## config.mk

```make
export PLATFORM = sky130hd
export DESIGN_NAME = apu_front_regs
export DESIGN_NICKNAME = d
export VERILOG_FILES = /design/src/rtl/apu_front_regs.sv
export SDC_FILE = /design/constraint.sdc
export NUM_CORES = 1
export LEC_CHECK = 0
export ABC_AREA = 0
export CORE_MARGIN = 4
export CORE_UTILIZATION = 42
export CTS_BUF_LIST = sky130_fd_sc_hd__clkbuf_16
export DETAILED_ROUTE_END_ITERATION = 6
export PLACE_DENSITY = 0.84
export SLEW_MARGIN = 10
export SYNTH_ARGS = -nofsm -noshare
export SYNTH_HDL_FRONTEND = slang
export SYNTH_SLANG_ARGS = --single-unit
```

## constraint.sdc

```tcl
create_clock -name clk -period 2.55 [get_ports clk]
set_input_delay 0.3825 -clock clk [delete_from_list [all_inputs] [get_ports clk]]
set_output_delay 0.3825 -clock clk [all_outputs]
set_load 0.01 [all_outputs]
```

## src/rtl/apu_front_regs.sv

```systemverilog
// APU front end: sound-range address decode, NR52 master enable, NR50/NR51 mixer
// and the channel-1 register file, with CPU readback and channel-1 control pulses.
module apu_front_regs (
  input  logic        clk,
  input  logic        nreset,
  input  logic [15:0] a,
  input  logic [7:0]  d_in,
  input  logic        cpu_wr,
  input  logic        cpu_rd,
  output logic [7:0]  d_out,
  output logic        d_oe,
  output logic [31:0] apu_sel,
  output logic        ff3x,
  output logic        apu_en,
  output logic        apu_reset,
  input  logic [3:0]  ch_active,
  output logic [2:0]  sweep_time,
  output logic        sweep_neg,
  output logic [2:0]  sweep_shift,
  output logic [1:0]  duty,
  output logic [5:0]  length_data,
  output logic        length_ld,
  output logic [3:0]  env_init,
  output logic        env_up,
  output logic [2:0]  env_period,
  output logic [10:0] freq,
  output logic        length_en,
  output logic        ch1_restart,
  input  logic        sweep_freq_ld,
  input  logic [10:0] sweep_freq,
  output logic [7:0]  nr50,
  output logic [7:0]  nr51
);

  logic [6:0]  nr10_q;
  logic [7:0]  nr11_q;
  logic [7:0]  nr12_q;
  logic [10:0] freq_q;
  logic [10:0] freq_d;
  logic        length_en_q;
  logic [7:0]  nr50_q;
  logic [7:0]  nr51_q;
  logic        apu_en_q;
  logic        length_ld_q;
  logic        ch1_restart_q;
  logic        wr_ok;

  always_comb begin
    apu_sel = '0;
    for (int i = 0; i < 32; i++) begin
      apu_sel[i] = (a == 16'(32'hFF10 + i));
    end
  end

  assign ff3x  = (a[15:4] == 12'hFF3);
  // Register-file writes are only accepted while the APU is powered.
  assign wr_ok = cpu_wr & apu_en_q;

  // CPU bytes win over the sweep unit for the bits they write.
  always_comb begin
    freq_d = sweep_freq_ld ? sweep_freq : freq_q;
    if (wr_ok && apu_sel[3]) freq_d[7:0]  = d_in;
    if (wr_ok && apu_sel[4]) freq_d[10:8] = d_in[2:0];
  end

  always_ff @(posedge clk or negedge nreset) begin
    if (!nreset) begin
      nr10_q        <= '0;
      nr11_q        <= '0;
      nr12_q        <= '0;
      freq_q        <= '0;
      length_en_q   <= 1'b0;
      nr50_q        <= '0;
      nr51_q        <= '0;
      apu_en_q      <= 1'b0;
      length_ld_q   <= 1'b0;
      ch1_restart_q <= 1'b0;
    end else begin
      length_ld_q   <= 1'b0;
      ch1_restart_q <= 1'b0;
      if (cpu_wr && apu_sel[22]) apu_en_q <= d_in[7];
      if (!apu_en_q) begin
        nr10_q      <= '0;
        nr11_q      <= '0;
        nr12_q      <= '0;
        freq_q      <= '0;
        length_en_q <= 1'b0;
        nr50_q      <= '0;
        nr51_q      <= '0;
      end else begin
        freq_q <= freq_d;
        if (wr_ok && apu_sel[0]) nr10_q <= d_in[6:0];
        if (wr_ok && apu_sel[1]) begin
          nr11_q      <= d_in;
          length_ld_q <= 1'b1;
        end
        if (wr_ok && apu_sel[2]) nr12_q <= d_in;
        if (wr_ok && apu_sel[4]) begin
          length_en_q   <= d_in[6];
          ch1_restart_q <= d_in[7];
        end
        if (wr_ok && apu_sel[20]) nr50_q <= d_in;
        if (wr_ok && apu_sel[21]) nr51_q <= d_in;
      end
    end
  end

  always_comb begin
    d_oe  = 1'b0;
    d_out = 8'hFF;
    if (cpu_rd) begin
      d_oe = 1'b1;
      unique case (a)
        16'hFF10: d_out = {1'b1, nr10_q};
        16'hFF11: d_out = {nr11_q[7:6], 6'h3F};
        16'hFF12: d_out = nr12_q;
        16'hFF13: d_out = 8'hFF;
        16'hFF14: d_out = {1'b1, length_en_q, 6'h3F};
        16'hFF24: d_out = nr50_q;
        16'hFF25: d_out = nr51_q;
        16'hFF26: d_out = {apu_en_q, 3'b111, ch_active & {4{apu_en_q}}};
        default: begin
          d_oe  = 1'b0;
          d_out = 8'hFF;
        end
      endcase
    end
  end

  assign apu_en      = apu_en_q;
  assign apu_reset   = ~apu_en_q;
  assign sweep_time  = nr10_q[6:4];
  assign sweep_neg   = nr10_q[3];
  assign sweep_shift = nr10_q[2:0];
  assign duty        = nr11_q[7:6];
  assign length_data = nr11_q[5:0];
  assign length_ld   = length_ld_q;
  assign env_init    = nr12_q[7:4];
  assign env_up      = nr12_q[3];
  assign env_period  = nr12_q[2:0];
  assign freq        = freq_q;
  assign length_en   = length_en_q;
  assign ch1_restart = ch1_restart_q;
  assign nr50        = nr50_q;
  assign nr51        = nr51_q;

endmodule

```

==> out/results.ini, run 1 <==
[grt]
first_pass_grt_wire_length_mm = 18.7
overflow = 0
largest_net_degree_at_the_start_of_global_routing = 55
track_usage_pct = 26.9
first_global_vias = 3777
antenna_found_initial = 0

[logic_synthesis]
ys_warn_count = 0
area_fraction_of_the_dominant_cell_type_after_synthesis_pct = 42.8
ys.flop_type = dfrtp_1
syn_inst_count = 358
yosys.area_share.simple_pct = 31.4
yosys.area_share.adder_pct = 0
synth_compound_area_share_pct = 16.4
synth_area_leader_cell = dfrtp_1
synthesis.nets = 402
synth.cell_area_um2 = 3160
yosys-mux-area-fraction_pct = 4.12
synthTopCellsByArea = dfrtp_1 (43%), nand2_1 (8.8%), nor2_1 (5.1%), nand3_1 (4.8%), a21oi_2 (4.4%)
syn_area_per_cell_um2 = 8.82
post_synth_xor_area_fraction_pct = 0.277
postSynthRegisterBits = 54
synth.distinct_cells = 49
yosysSeqAreaShare_pct = 42.8
synth_enable_flop_cells = 0
synth_top_family_by_area = simple AND/OR/NAND/NOR gates
async_flop_share_pct = 100

[final_layout]
flow.area_growth_from_synthesis_pct = 71.0
area.sequential_um2 = 1350
utilization_pct = 74.1
layout.nets = 604
fillerInstances = 589
final_layout_size_suffix_gt1_share_pct = 28.6
final-instance-count-excl-fill = 659
multi_input_gate_area_in_the_final_layout_um2 = 1850
n_antenna_cell = 0

[drt]
detail-route-antenna-nets = 0
drc = 0
route.vias.total = 3684
route.final.wire_length_mm = 12.3
drt_iter0_markers = 212
avgViaCountPerCell = 5.59
post_drt_wl_per_cell_um = 18.7
drtPass1Iterations = 4

[clock_network]
clock_latency_ps = 290
cts.root.buffer_cell = clkbuf_16
cts_hold_buf = 0
cts_htree_levels = 2
clock-sinks = 54
tritoncts = built
cts_max_path_buffers = 2
clk_pin_slew_worst_paths_ps = 60
numCtsBuffers = 5

[setup_path]
path_class = input port to primary output
end_point_of_the_critical_path = apu_sel[22]
reg2reg_setup_slack_ps = 970
rr_startpoint = apu_en
cp_data_required_time_ps = 2170
number_of_cells_on_the_worst_reg_to_reg_path = 5
crit_arrival_ps = 2120
worst_setup_path_startpoint = a[6]
end_kind = primary output
path_max_fanout = 6
worstReg2RegEnd = freq[10]
cp-start-kind = input port

[outcome]
status = finished clean

[timing]
drv_slew = 0
slew_headroom_pct = 54.7
fin_skew_ps = 6.89
setup-violations-final = 0
final_min_period_over_clock_period_pct = 98.2
fin_crit_ps = 2500
hold_viol_final = 0
timing_worst_slew_pin_value_ps = 679
finalSetupTns_ps = 0
fmax_mhz = 399
grt_setup_unrepaired = yes

[flow_run]
drv_cap = 0

[place]
gpl.final_weighted_congestion = 0.932
place_inst = 642
dp_hpwl_mm = 9.09
port-buffer-count = 140

[floorplan]
starting_density_pct = 43.3
std_cell_rows = 31
core_area_um2 = 7290
boundaryPins = 141
vertical_die_dimension_um = 94.7
die-area_um2 = 8970
dieWidth_um = 94.7

[power_and_ir_drop]
cellPowerDensity_nw_per_um2 = 336
max-vdd-ir-drop_mv = 0.357
power.leakage_nw = 2.40

[worst_hold_path]
timing.hold.worst.class = input port to async pin

metrics by stage:
| stage | area (um2) | total power [W] | hold slack, ps | setup WS [ps] |
|---|---|---|---|---|
| 6_report | 5400 | 0.00181 | 201 | 45.1 |
| 5_1_grt | 5400 | 0.00187 | 271 | -30.5 |
| 4_1_cts | 5260 | 0.00181 | 237 | -3.37 |
| 3_5_place_dp | 5040 | 0.00117 | 494 | -712 |
| 3_3_place_gp | 5040 | 0.00117 | 496 | -672 |
| 2_1_floorplan | 3160 | 0.000983 | 86.9 | 229 |
cells in the mapped netlist, drive strengths merged (2+ instances only):
| cell | instances |
|---|---|
| mux2i | 13 |
| and4 | 3 |
| dfrtp | 54 |
| buf | 8 |
| nand2b | 3 |
| o2111ai | 5 |
| nand2 | 74 |
| o21ai | 3 |
| a211oi | 11 |
| nand4 | 4 |
| clkbuf | 11 |
| dlymetal6s2s | 2 |
| nor2 | 43 |
| a21oi | 33 |
| nor4b | 2 |
| or4bb | 2 |
| nor4 | 7 |
| nor3 | 4 |
| or4b | 3 |
| and3 | 5 |
| a22oi | 14 |
| inv | 6 |
| or3 | 4 |
| nand3 | 31 |
layout make-up:
class | count | share of cell area [%]
repair buffers | 216 | 35.5
multi-input cells | 276 | 34.3
flip-flops and latches | 54 | 25.0
clock buffers | 5 | 2.32
well taps | 99 | 2.29
inverters | 7 | 0.486
clock inverters | 2 | 0.139
worst min-delay path by stage:
stage | start | slack (ps) | to
after floorplan | nreset | 90 | apu_en
after global placement | nr11_q[2] | 500 | nr11_q[2]
after detailed placement | nr11_q[2] | 490 | nr11_q[2]
after CTS | nreset | 240 | nr10_q[1]
after global routing | nreset | 270 | nr10_q[1]
final | nreset | 200 | nr51[3]
power breakdown:
group / internal (W) / switching [W] / leakage (nW) / total (W)
registers: 0.000874 / 0.0000108 / 0.724 / 0.000885
logic: 0.000157 / 0.000136 / 1.60 / 0.000293
clock network: 0.000352 / 0.000283 / 0.0723 / 0.000635
total: 0.00138 / 0.000430 / 2.40 / 0.00181
layer usage:
metal	track usage, %	part of all wire [%]
met3	5.34	8.7
met5	0	0
met2	47.7	51
met1	32.0	38
met4	9.74	2.0
worst max-delay path, stage by stage:
cell             delay [ps]
buf_6                    90
or4b_4                  530
buf_8                   160
nor4_4                  350
buf_4                   190
and2_2                  160
clkdlybuf4s15_1         240
placed cells by master (no fill, tap or decap), drive strengths merged:
cell type	count
buf	88
or4bb	2
nand4	4
and2b	1
clkdlybuf4s15	4
nor4b	2
and2	1
dfrtp	54
o221ai	1
mux2i	13
a22oi	14
dlymetal6s2s	2
nor2b	1
a211oi	11
nor2	43
xnor2	1
or2b	1
o311ai	1
and4	3
nor3b	1
o21ai	3
nand3	31
clkbuf	8
or4b	3
or2	1
nand2b	3
nor4	7
nor3	4
dlygate4sd2	31
clkinv	1
or3	4
nand2	74
a21oi	33
inv	8
a221oi	1
o21a	1
a22o	1
and3	5
clkdlybuf4s50	88
o2111ai	5
cell families after synthesis:
family	count (synthesis)
AOI/OAI and AO/OA	71
xor gates and xnor gates	1
buffers and inverters	28
DFF	54
muxes	13
and+or+nand+nor	191
sequential cells by signal (all words and copies together) (netlist names):
signal and count:
ch1_restart 1, length_ld 1, nr12_q 8, nr10_q 7, freq 11, nr50 8
nr51 8, nr11_q 8, length_en 1, apu_en 1
timing repair:
action	4_1_cts	5_1_grt
pin swaps	12	7
gates resized for setup	112	36
setup endpoints to repair	42	24
buffers inserted	5	5
Note: power is estimated with default switching activity, not from simulation.
==> run 2: changes to the inputs <==
- MAX_ROUTING_LAYER: unset -> met4
==> run 2 against run 1 <==
  * The flow now finishes with violations (setup timing)
  * First-iteration DRC count grew 28%
  * Fmax fell by 2.5%
  * Highest routed layer unchanged
  * Clock skew shrank 2.9 ps
  * Combinational power about the same
  * Critical endpoint is now d_out[3]
==> out/results.ini, run 2 (synthesis gave the netlist of run 1 again) <==
[timing]
fin_skew_ps = 4.02  ; -2.87 ps
setup-violations-final = 1  ; +1
final.setup.worst_slack_ps = -18.0  ; -63.1 ps
slew_headroom_pct = 45.5  ; -9.2 points
final_min_period_over_clock_period_pct = 101  ; +2.5 points
fmax_mhz = 389  ; -2.5%
finalSetupTns_ps = -18.0  ; -18.0 ps
timing_worst_slew_pin_value_ps = 817  ; +138 ps
drv_slew = 0  ; unchanged
grt_setup_unrepaired = yes
hold_viol_final = 0  ; unchanged
fin_crit_ps = 2570  ; +63.1 ps

[place]
dp_hpwl_mm = 9.37  ; +3.1%
port-buffer-count = 140  ; unchanged
place_inst = 646  ; +0.62%
gpl.final_weighted_congestion = 0.922  ; -1.0%
dpl-instance-area_um2 = 5070  ; +0.60%

[final_layout]
flow.area_growth_from_synthesis_pct = 73.4
final-instance-count-excl-fill = 669  ; +1.5%
n_antenna_cell = 0  ; unchanged
most_common_cell_after_layout_fill_and_taps_aside = clkdlybuf4s50_1
fin_area_um2 = 5480  ; +1.4%
fillerInstances = 568  ; -3.6%
largest_register_ffs = 11  ; unchanged
layout.cells.most_common_list = clkdlybuf4s50_1 (82), nand2_1 (73), buf_4 (72)
final_layout_size_suffix_gt1_share_pct = 28.1  ; -0.50 points
layout.nets = 613  ; +1.5%
utilization_pct = 75.1  ; +1.0 points

[power_and_ir_drop]
power.leakage_nw = 2.51  ; +4.4%
seq_power_share_pct = 45.6  ; -3.2 points
max-vdd-ir-drop_mv = 0.384  ; +7.7%
total_net_switching_power_w = 0.000452  ; +5.1%
p_sw_share_pct = 23.3  ; -0.44 points
p_int_w = 0.00149  ; +7.7%
cellPowerDensity_nw_per_um2 = 354  ; +5.6%
p_comb_share_pct = 15.2  ; -1.0 points
p_clk_share_pct = 39.3  ; +4.3 points

[floorplan]
die-area_um2 = 8970  ; unchanged
starting_density_pct = 43.3  ; unchanged
boundaryPins = 141  ; unchanged
core_area_um2 = 7290  ; unchanged
vertical_die_dimension_um = 94.7  ; unchanged
std_cell_rows = 31  ; unchanged
dieWidth_um = 94.7  ; unchanged

[setup_path]
worstReg2RegEnd = freq[9]
path_class = input port to primary output
worst_path_largest_cell_delay_ps = 590  ; +60 ps
worst_setup_path_startpoint = a[7]
number_of_cells_on_the_worst_reg_to_reg_path = 4  ; -1
crit_arrival_ps = 2190  ; +70 ps
end_kind = primary output
cpMaxStageDelayCell = or4b_4
worst_path_most_repeated_cell = buf_6
cp-start-kind = input port
path_cells = buf_6, buf_6, or4b_4, a21oi_4, o221ai_4, nor3_2, buf_4, o2111ai_2, buf_2
critical_path.n_buffers_inverters = 4  ; unchanged
rr_startpoint = apu_en
reg2reg_setup_slack_ps = 1010  ; +40 ps
cp_top_family = simple AND/OR/NAND/NOR gates
path_max_fanout = 4  ; -2
cp_data_required_time_ps = 2170  ; about the same

[drt]
avgViaCountPerCell = 5.69  ; +1.8%
route.vias.total = 3806  ; +3.3%
post_drt_wl_per_cell_um = 19.1  ; +2.0%
drtPass1Iterations = 7  ; +3
route.final.wire_length_mm = 12.8  ; +3.5%
drt_iter0_markers = 272  ; +28%
detail-route-antenna-nets = 0  ; unchanged
drc = 0  ; unchanged

[worst_hold_path]
timing.hold.worst.class = input port to async pin

[clock_network]
clock-sinks = 54  ; unchanged
cts_hold_buf = 0  ; unchanged
cts.root.buffer_cell = clkbuf_16
cts_htree_levels = 2  ; unchanged
cts_max_path_buffers = 2  ; unchanged
numCtsBuffers = 5  ; unchanged
tritoncts = built
clk_pin_slew_worst_paths_ps = 70  ; about the same
clock_latency_ps = 290  ; about the same

[outcome]
failed_checks = setup timing
status = finished with violations

[grt]
overflow = 0  ; unchanged
antenna_found_initial = 0  ; unchanged
first_global_vias = 3843  ; +1.7%
track_usage_pct = 28.6  ; +1.8 points
first_pass_grt_wire_length_mm = 19.5  ; +3.9%
largest_net_degree_at_the_start_of_global_routing = 44  ; -20%

[flow_run]
drv_cap = 0  ; unchanged

## run 2: cell types whose count changed in the layout (fill, tap and decap cells not counted), sizes merged
| cell | previous run | this run |
|---|---|---|
| inv | 8 | 7 |
| buf | 88 | 96 |
| clkdlybuf4s15 | 4 | 8 |
| dlygate4sd2 | 31 | 28 |
| clkdlybuf4s50 | 88 | 82 |
| bufinv | 0 | 1 |
| clkinvlp | 0 | 1 |
| dlymetal6s2s | 2 | 8 |
## run 2: layer usage
layer	global-route usage, %	share of wire, %	vias up
li1	-	-	1699
met1	33.4	38	1860
met2	49.2	51	212
met3	5.26	8.7	35
met4	10.6	3.0	0
met5	-	0	-
## run 2: stage by stage
| stage | hold slack (ps) | power [W] | setup WS [ps] |
|---|---|---|---|
| finish | 181 | 0.00194 | -18.0 |
| detailed placement | 503 | 0.00118 | -745 |
| CTS | 192 | 0.00194 | 7.35 |
| global route | 236 | 0.00200 | -56.6 |
| floorplan | 86.9 | 0.000983 | 229 |
| global placement | 490 | 0.00117 | -648 |
## run 2: worst max path at each step
stage                     to  depth (start not counted)
floorplan           d_out[7]                          6
global placement    d_out[3]                          9
detailed placement  d_out[1]                          7
CTS                 d_out[1]                         10
global route        d_out[3]                          9
finish              d_out[3]                          9
## run 2: power by group through the flow
stage	sequential (W)	combinational [W]	clock, W
after floorplan	0.000908	0.0000745	0
after global placement	0.000901	0.000273	0
after detailed placement	0.000900	0.000279	0
after CTS	0.000885	0.000289	0.000769
after global routing	0.000886	0.000314	0.000796
final	0.000885	0.000295	0.000762
## run 2: final cells by class
class                   instances  area (um2)  share of cell area (%)
repair buffers                225        2030                    37.1
multi-input cells             276        1780                    32.5
flip-flops and latches         54        1350                    24.7
clock buffers                   5         125                    2.28
well taps                      99         124                    2.26
clock inverters                 3        41.3                   0.754
inverters                       7        26.3                   0.480
## run 2: timing repair
action,4_1_cts,5_1_grt
gates cloned,0,0
setup endpoints to repair,42,16
pin swaps,10,9
endpoints found under the hold margin,0,0
resized for setup,123,23
buffers inserted,12,4
